[config.mk]
export PLATFORM = sky130hd
export DESIGN_NAME = mem_arbiter
export DESIGN_NICKNAME = d
export VERILOG_FILES = /design/src/rtl/mem_arbiter_pkg.sv /design/src/rtl/mem_arb_rr.sv /design/src/rtl/mem_arbiter.sv
export SDC_FILE = /design/constraint.sdc
export NUM_CORES = 1
export LEC_CHECK = 0
export ABC_AREA = 1
export BUFFER_PORTS_ARGS = -buffer_cell sky130_fd_sc_hd__buf_2
export CORE_AREA = 10 10 277 279
export DETAILED_ROUTE_END_ITERATION = 12
export DIE_AREA = 0 0 287 289
export HOLD_SLACK_MARGIN = 0.1
export PLACE_DENSITY = 0.32
export SLEW_MARGIN = 15
export SYNTH_ARGS = -nofsm -noshare
export SYNTH_HDL_FRONTEND = slang
export SYNTH_SLANG_ARGS = --single-unit
export TNS_END_PERCENT = 100
[constraint.sdc]
create_clock -name clk -period 1.4 [get_ports clk]
set_input_delay 0.28 -clock clk [delete_from_list [all_inputs] [get_ports clk]]
set_output_delay 0.28 -clock clk [all_outputs]
set_load 0.01 [all_outputs]
[src/rtl/mem_arbiter_pkg.sv]
// ============================================================================
// mem_arbiter_pkg
// Shared state encodings, client IDs and default sizes for the memory arbiter.
// Revision: 1.0
// ============================================================================
`default_nettype none

package mem_arbiter_pkg;

    typedef enum logic [1:0] {
        ST_IDLE  = 2'd0,
        ST_REQ   = 2'd1,
        ST_WDATA = 2'd2,
        ST_RDATA = 2'd3
    } state_t;

    localparam logic ARB_I = 1'b0;
    localparam logic ARB_D = 1'b1;

    localparam int DEF_DATA_W = 128;
    localparam int DEF_ADDR_W = 28;
    localparam int DEF_BEATS  = 4;

endpackage

`default_nettype wire

[src/rtl/mem_arb_rr.sv]
// ============================================================================
// mem_arb_rr
// Two-input round-robin picker: on a tie the client that did not win last.
// Revision: 1.0
// ============================================================================
`default_nettype none

module mem_arb_rr
    import mem_arbiter_pkg::*;
(
    input  logic [1:0] valid_i,
    input  logic       last_grant_i,
    output logic       grant_o,
    output logic       any_o
);

    always_comb begin
        any_o = |valid_i;
        if (&valid_i) begin
            grant_o = ~last_grant_i;
        end else begin
            grant_o = valid_i[1] ? ARB_D : ARB_I;
        end
    end

endmodule

`default_nettype wire

[src/rtl/mem_arbiter.sv]
// ============================================================================
// mem_arbiter
// Shares one burst memory port between icache and dcache refill engines.
// Revision: 1.0
// ============================================================================
`default_nettype none

module mem_arbiter
    import mem_arbiter_pkg::*;
#(
    parameter int DATA_W = DEF_DATA_W,
    parameter int ADDR_W = DEF_ADDR_W,
    parameter int BEATS  = DEF_BEATS
) (
    input  logic              clk,
    input  logic              reset,

    input  logic              i_req_valid,
    output logic              i_req_ready,
    input  logic [ADDR_W-1:0] i_req_addr,
    output logic              i_resp_valid,
    output logic [DATA_W-1:0] i_resp_data,

    input  logic              d_req_valid,
    output logic              d_req_ready,
    input  logic [ADDR_W-1:0] d_req_addr,
    input  logic              d_req_rw,
    input  logic              d_wdata_valid,
    output logic              d_wdata_ready,
    input  logic [DATA_W-1:0] d_wdata,
    output logic              d_resp_valid,
    output logic [DATA_W-1:0] d_resp_data,

    output logic              mem_req_valid,
    input  logic              mem_req_ready,
    output logic [ADDR_W-1:0] mem_req_addr,
    output logic              mem_req_rw,
    output logic              mem_wdata_valid,
    input  logic              mem_wdata_ready,
    output logic [DATA_W-1:0] mem_wdata,
    input  logic              mem_resp_valid,
    input  logic [DATA_W-1:0] mem_resp_data
);

    localparam int CNT_W = $clog2(BEATS);

    state_t            state_q;
    logic              grant_q;
    logic              last_grant_q;
    logic              rw_q;
    logic              mem_req_valid_q;
    logic [ADDR_W-1:0] addr_q;
    logic [CNT_W-1:0]  cnt_q;

    logic              rr_grant;
    logic              rr_any;
    logic              in_idle;
    logic              in_wdata;
    logic              in_rdata;
    logic              wbeat;
    logic              last_cnt;

    mem_arb_rr u_rr (
        .valid_i      ({d_req_valid, i_req_valid}),
        .last_grant_i (last_grant_q),
        .grant_o      (rr_grant),
        .any_o        (rr_any)
    );

    assign in_idle  = (state_q == ST_IDLE);
    assign in_wdata = (state_q == ST_WDATA);
    assign in_rdata = (state_q == ST_RDATA);
    assign wbeat    = in_wdata & d_wdata_valid & mem_wdata_ready;
    assign last_cnt = (cnt_q == CNT_W'(BEATS - 1));

    // Acceptance is same-cycle: ready depends only on the picker result.
    assign i_req_ready = in_idle & rr_any & (rr_grant == ARB_I);
    assign d_req_ready = in_idle & rr_any & (rr_grant == ARB_D);

    assign mem_req_valid = mem_req_valid_q;
    assign mem_req_addr  = addr_q;
    assign mem_req_rw    = rw_q;

    assign mem_wdata_valid = in_wdata & d_wdata_valid;
    assign d_wdata_ready   = in_wdata & mem_wdata_ready;
    assign mem_wdata       = in_wdata ? d_wdata : '0;

    // Read beats go only to the granted client; stray beats elsewhere are dropped.
    assign i_resp_valid = in_rdata & (grant_q == ARB_I) & mem_resp_valid;
    assign d_resp_valid = in_rdata & (grant_q == ARB_D) & mem_resp_valid;
    assign i_resp_data  = i_resp_valid ? mem_resp_data : '0;
    assign d_resp_data  = d_resp_valid ? mem_resp_data : '0;

    always_ff @(posedge clk) begin
        if (reset) begin
            state_q         <= ST_IDLE;
            grant_q         <= ARB_I;
            last_grant_q    <= ARB_I;
            rw_q            <= 1'b0;
            mem_req_valid_q <= 1'b0;
            addr_q          <= '0;
            cnt_q           <= '0;
        end else begin
            case (state_q)
                ST_IDLE: begin
                    if (rr_any) begin
                        grant_q         <= rr_grant;
                        last_grant_q    <= rr_grant;
                        addr_q          <= (rr_grant == ARB_D) ? d_req_addr : i_req_addr;
                        rw_q            <= (rr_grant == ARB_D) & d_req_rw;
                        mem_req_valid_q <= 1'b1;
                        state_q         <= ST_REQ;
                    end
                end
                ST_REQ: begin
                    if (mem_req_ready) begin
                        mem_req_valid_q <= 1'b0;
                        cnt_q           <= '0;
                        state_q         <= rw_q ? ST_WDATA : ST_RDATA;
                    end
                end
                ST_WDATA: begin
                    if (wbeat) begin
                        cnt_q <= cnt_q + 1'b1;
                        if (last_cnt) begin
                            state_q <= ST_IDLE;
                        end
                    end
                end
                ST_RDATA: begin
                    if (mem_resp_valid) begin
                        cnt_q <= cnt_q + 1'b1;
                        if (last_cnt) begin
                            state_q <= ST_IDLE;
                        end
                    end
                end
                default: state_q <= ST_IDLE;
            endcase
        end
    end

endmodule

`default_nettype wire
==> results.json, run 1 <==
{
  "yosysUniqueCellTypes": 17,
  "initial_core_util_pct": 5.98,
  "dp.cells": 2607,
  "grt_pass1_wl_um": 70000,
  "switchingPower_uw": 4100,
  "cts_tree": "yes",
  "ios": 741,
  "crit_chain": "nand3_4 > nor2_4 > inv_8 > clkbuf_16 > nor2_1 > buf_2",
  "critPathCaptureType": "primary output",
  "totalWireLength_um": 55600,
  "rows": 98,
  "p_per_area_nw_per_um2": 834,
  "final-seq-area_um2": 707,
  "core_um2": 71100,
  "vias_per_cell": 3.06,
  "syn_area_um2": 4250,
  "grt_remaining_overflow": 0,
  "cts.path.max_buffers": 2,
  "worstPathArrival_ps": 1520,
  "final-instance-count-excl-fill": 2639,
  "final_common_cell": "buf_2",
  "avgSynthCellArea_um2": 4.68,
  "wire_per_inst_um": 21.1,
  "yosysWarnings": 0,
  "holdWs_ps": 244,
  "ctsHtreeMaxLevel": 2,
  "peakVddDrop_mv": 0.511,
  "ys_top_cells_by_area": "nor2_1 35%, inv_1 24%, dfxtp_1 16%, nand2_1 9.1%, a31oi_1 4.1%",
  "vias": 8073,
  "die_area_um2": 82900,
  "worstSetupPathType": "register to primary output",
  "dp_hpwl_um": 51000,
  "relSlewSlack_pct": 75.5,
  "crit_fanout": 21,
  "nNetsFinal": 2005,
  "cts_buffers": 5,
  "synth-seq-cells": 35,
  "chipHeight_um": 289,
  "worst-slew-pin-transition_ps": 367,
  "fp.dieW_um": 287,
  "synth_nets": 1231,
  "period_needed_ps": 1800,
  "drc": 0,
  "pre_cts_slack_ps": -309,
  "worstPathRequired_ps": 1120,
  "post-route-util_pct": 14.6,
  "p_clk_share_pct": 13.4,
  "antenna_found_initial": 54,
  "yosysTopAreaCell": "nor2_1",
  "area_growth_pct": 144,
  "violations": "setup timing",
  "grt_pass1_vias": 8105,
  "path_clk_slew_ps": 60,
  "status": "finished, violations left",
  "cts_root_buf": "clkbuf_16",
  "hp-class": "primary input to register",
  "setup_viol": 390,
  "final_cell_mix": "715 x buf_2, 302 x nor2_1, 269 x inv_1",
  "drv_cap": 0,
  "leakage_uw": 0.00699,
  "drtIter0Drc": 340,
  "p_comb_share_pct": 69.8,
  "numPortBuffers": 740,
  "syn_inst": 909,
  "gp_congestion": 0.878,
  "slowest_delay_ps": 370,
  "p_int_uw": 4550,
  "setup.worst_path.start_class": "register",
  "synth_top_area_share_pct": 35.1,
  "grt_start_max_net_pins": 43,
  "grt_util_all_layers_pct": 12.1,
  "skew_ps": 6.82,
  "clock.fmax_ghz": 0.555,
  "drt-pass1-iter-count": 4,
  "drive_gt1_share_pct": 55.8,
  "power.share.switching_pct": 47.4,
  "crit_path_top_delay_cell": "dfxtp_4",
  "fin_ws_ps": -401,
  "clk_latency_ps": 290,
  "final.period_utilization_pct": 129,
  "hold_viol": 0,
  "antenna_left": 0,
  "multi_input_area_um2": 2490,
  "pwr-share-seq_pct": 16.8,
  "n_fill_cell": 8590,
  "drv_slew": 0,
  "rsz0062_at_grt": "yes",
  "fin_total_pwr_uw": 8650,
  "cts.sinks": 35,
  "synth_seq_area_share_pct": 16.5
}
## kinds of logic (layout without fill, tap and decap cells)
| logic type | count (synthesis) | in the layout | synth area share (%) |
|---|---|---|---|
| compound gates | 36 | 36 | 5.15 |
| flops | 35 | 35 | 16.5 |
| buf+inv | 327 | 1102 | 32.7 |
| simple gates | 510 | 510 | 45.4 |
| fa+ha+maj | 1 | 1 | 0.294 |
| other cells | 0 | 5 | 0 |
## registers in the layout (all words and copies together) (netlist names)
| register | cells |
|---|---|
| mem_req_rw | 1 |
| mem_req_valid | 1 |
| cnt_q | 2 |
| mem_req_addr | 28 |
| last_grant_q | 1 |
| state_q | 2 |
## synthesized netlist by cell type (all sizes together)
cell type	number
a31oi	28
buf	47
nor2	401
inv	272
nand2	103
or2	1
ha	1
dfxtp	35
nand3	5
clkbuf	8
a21oi	6
o21ai	2
## through the flow
step | setup TNS [ps] | area [µm²]
global placement | -55740 | 9580
global route | -149580 | 10400
detailed placement | -53820 | 9580
floorplan | -8690 | 4400
CTS | -131410 | 9940
finish | -122520 | 10400
## area by class of cell
cell class | instances | share of cell area [%]
clock buffer | 5 | 1.21
antenna | 5 | 0.121
timing repair buffer | 822 | 46.2
tap | 950 | 11.5
sequential | 35 | 6.82
multi-input combinational | 547 | 24.0
clock inverter | 3 | 0.193
inverter | 272 | 9.99
## routing by layer
layer / GRT usage [%] / vias to the layer above / part of all wire, % / routed length, µm
met5: 0 / - / 0.34 / 191
met4: 2.28 / 32 / 1.6 / 905
met3: 6.82 / 89 / 14 / 7540
met2: 19.2 / 486 / 44 / 24700
met1: 14.1 / 3435 / 40 / 22300
li1: - / 4031 / - / -
## what timing repair did
| item | in CTS | in global routing |
|---|---|---|
| hold buffers | 0 | 0 |
| pin swaps | 3 | 3 |
| buffers inserted | 6 | 8 |
| gates cloned | 0 | 5 |
| setup endpoints to repair | 419 | 422 |
| gates resized for setup | 46 | 66 |
## power by group through the flow
stage,Combinational [µW],Sequential [µW],Clock [µW]
global route,6600,1490,1210
CTS,5710,1450,1200
finish,6040,1450,1160
global placement,5640,1450,0
detailed placement,5570,1440,0
floorplan,2310,1560,0
## worst max-delay path, delay by kind of cell (launching register included)
| family | cells | cell delay (ps) |
|---|---|---|
| buffers and inverters | 3 | 460 |
| DFF | 1 | 370 |
| and+or+nand+nor | 3 | 370 |
## worst paths after layout
| check | depth (start not counted) | from | end | slack (ps) |
|---|---|---|---|---|
| max | 6 | state_q[0]$_SDFFE_PP0P_ | d_resp_data[66] | -400 |
| min | 3 | i_req_addr[25] | mem_req_addr[25]$_SDFFE_PP0N_ | 240 |
| max reg2reg | 8 | state_q[0]$_SDFFE_PP0P_ | mem_req_addr[24]$_SDFFE_PP0N_ | 10 |
| min reg2reg | 2 | mem_req_addr[6]$_SDFFE_PP0N_ | mem_req_addr[6]$_SDFFE_PP0N_ | 480 |
(Power assumes the default switching activity.)
==> run 2, diff against run 1 <==
--- a/config.mk
+++ b/config.mk
@@ -11,7 +11,7 @@
 export DETAILED_ROUTE_END_ITERATION = 12
 export DIE_AREA = 0 0 287 289
 export HOLD_SLACK_MARGIN = 0.1
-export PLACE_DENSITY = 0.32
+export PLACE_DENSITY_LB_ADDON = 0.2
 export SLEW_MARGIN = 15
 export SYNTH_ARGS = -nofsm -noshare
 export SYNTH_HDL_FRONTEND = slang
==> run 2 against run 1 <==
Against the previous run:
- the run still ends with setup timing left
- final area grew 8.2%
- hold slack lost 3.4 ps
- die area is the same
- flip-flop and latch count is the same
- critical path type unchanged
- utilization grew 1.2 points
- largest cell class unchanged
==> results.json, run 2 (same netlist as run 1, synthesis figures left out) <==
{
  "status": "finished, violations left",
  "violations": "setup timing",
  "pre_cts_slack_ps": -336,
  "multi_input_area_um2": 2880,
  "totalWireLength_um": 52500,
  "antenna_found_initial": 38,
  "grt_start_max_net_pins": 40,
  "setup_viol": 424,
  "grt_util_all_layers_pct": 11.3,
  "nNetsFinal": 2014,
  "gp_congestion": 0.899,
  "cts_tree": "yes",
  "drtIter0Drc": 313,
  "cts.path.max_buffers": 2,
  "cts_buffers": 5,
  "rsz0062_at_grt": "yes",
  "core_um2": 71100,
  "leakage_uw": 0.00714,
  "path_clk_slew_ps": 70,
  "largest_reg_flops": 28,
  "setup.worst_path.start_class": "register",
  "drive_gt1_share_pct": 59.8,
  "clk_latency_ps": 290,
  "wire_per_inst_um": 19.8,
  "worstPathArrival_ps": 1610,
  "drv_slew": 0,
  "worstSetupPathType": "register to primary output",
  "area_growth_pct": 164,
  "skew_ps": 8.02,
  "critPathCaptureType": "primary output",
  "grt_pass1_vias": 8044,
  "final_cell_mix": "691 x buf_2, 268 x inv_1, 239 x nor2_1",
  "vias_per_cell": 3.06,
  "hold_viol": 0,
  "n_fill_cell": 8444,
  "antenna_left": 0,
  "numPortBuffers": 740,
  "dp_hpwl_um": 45600,
  "chipHeight_um": 289,
  "cts_root_buf": "clkbuf_16",
  "drt-pass1-iter-count": 4,
  "hp-class": "primary input to register",
  "period_needed_ps": 1890,
  "p_per_area_nw_per_um2": 856,
  "final.period_utilization_pct": 135,
  "final-seq-area_um2": 712,
  "ctsHtreeMaxLevel": 2,
  "grt_pass1_wl_um": 66500,
  "fin_ws_ps": -491,
  "vias": 8117,
  "fp.dieW_um": 287,
  "worstPathRequired_ps": 1120,
  "drv_cap": 0,
  "grt_remaining_overflow": 0,
  "ios": 741,
  "clock.fmax_ghz": 0.529,
  "fin_setup_tns_ps": -160650,
  "crit_fanout": 8,
  "rows": 98,
  "cts.sinks": 35,
  "initial_core_util_pct": 5.98,
  "peakVddDrop_mv": 0.545,
  "drc": 0,
  "die_area_um2": 82900,
  "worst-slew-pin-transition_ps": 395,
  "final_common_cell": "buf_2",
  "relSlewSlack_pct": 73.7
}
-- run 2: what timing repair did --
action / 4_1_cts / 5_1_grt
resized for setup: 145 / 130
cloned: 9 / 8
setup endpoints to repair: 421 / 425
setup buffers: 20 / 5
hold buffers: 0 / 0
pin swaps: 6 / 11
-- run 2: final cells by class --
class / instances / area share (%)
clock inverters: 3 / 0.178
multi-input cells: 549 / 25.7
diodes: 10 / 0.223
repair buffers: 827 / 46.3
flip-flops and latches: 35 / 6.35
well taps: 950 / 10.6
inverters: 272 / 9.35
repair inverters: 2 / 0.223
clock buffers: 5 / 1.12
-- run 2: report_power, final --
part	switching (µW)	internal (µW)	leakage [µW]
clock	494	657	0.0000659
sequential	179	1290	0.000291
combinational	3840	3150	0.00678
total	4510	5090	0.00714
-- run 2: metrics by stage --
stage / total power [µW] / utilization [%] / instances / hold slack [ps] / instance area, µm²
after floorplan: 3860 / - / 909 / 423 / 4400
after global placement: 6770 / 13.3 / 2596 / 479 / 9470
after detailed placement: 6700 / 13.3 / 2596 / 471 / 9470
after CTS: 9220 / 14.8 / 2632 / 227 / 10500
after global routing: 10400 / 15.7 / 2644 / 249 / 11200
final: 9610 / 15.8 / 2653 / 240 / 11200
-- run 2: worst paths after layout --
kind                           startpoint                       endpoint  slack, ps  cells after the start
min reg2reg  mem_req_addr[2]$_SDFFE_PP0N_   mem_req_addr[2]$_SDFFE_PP0N_        480                      2
max reg2reg       state_q[0]$_SDFFE_PP0P_        state_q[0]$_SDFFE_PP0P_       -320                     12
min                        i_req_addr[14]  mem_req_addr[14]$_SDFFE_PP0N_        240                      3
max               state_q[0]$_SDFFE_PP0P_                  mem_wdata[66]       -490                      8
-- run 2: critical path, cell delays in order (launching register included) --
cell and delay [ps]:
dfxtp_4 370, buf_6 110, clkinvlp_4 130, nand2_8 90, buf_12 150, buf_8 150
buf_12 150, nor2_2 40, buf_2 130
-- run 2: per-layer routing --
| metal | vias up | GRT usage [%] | part of all wire [%] |
|---|---|---|---|
| met5 | - | 0 | 0.28 |
| met4 | 24 | 1.37 | 1.4 |
| met3 | 67 | 6.11 | 12 |
| met2 | 413 | 18.9 | 47 |
| met1 | 3534 | 12.9 | 39 |
| li1 | 4079 | - | - |
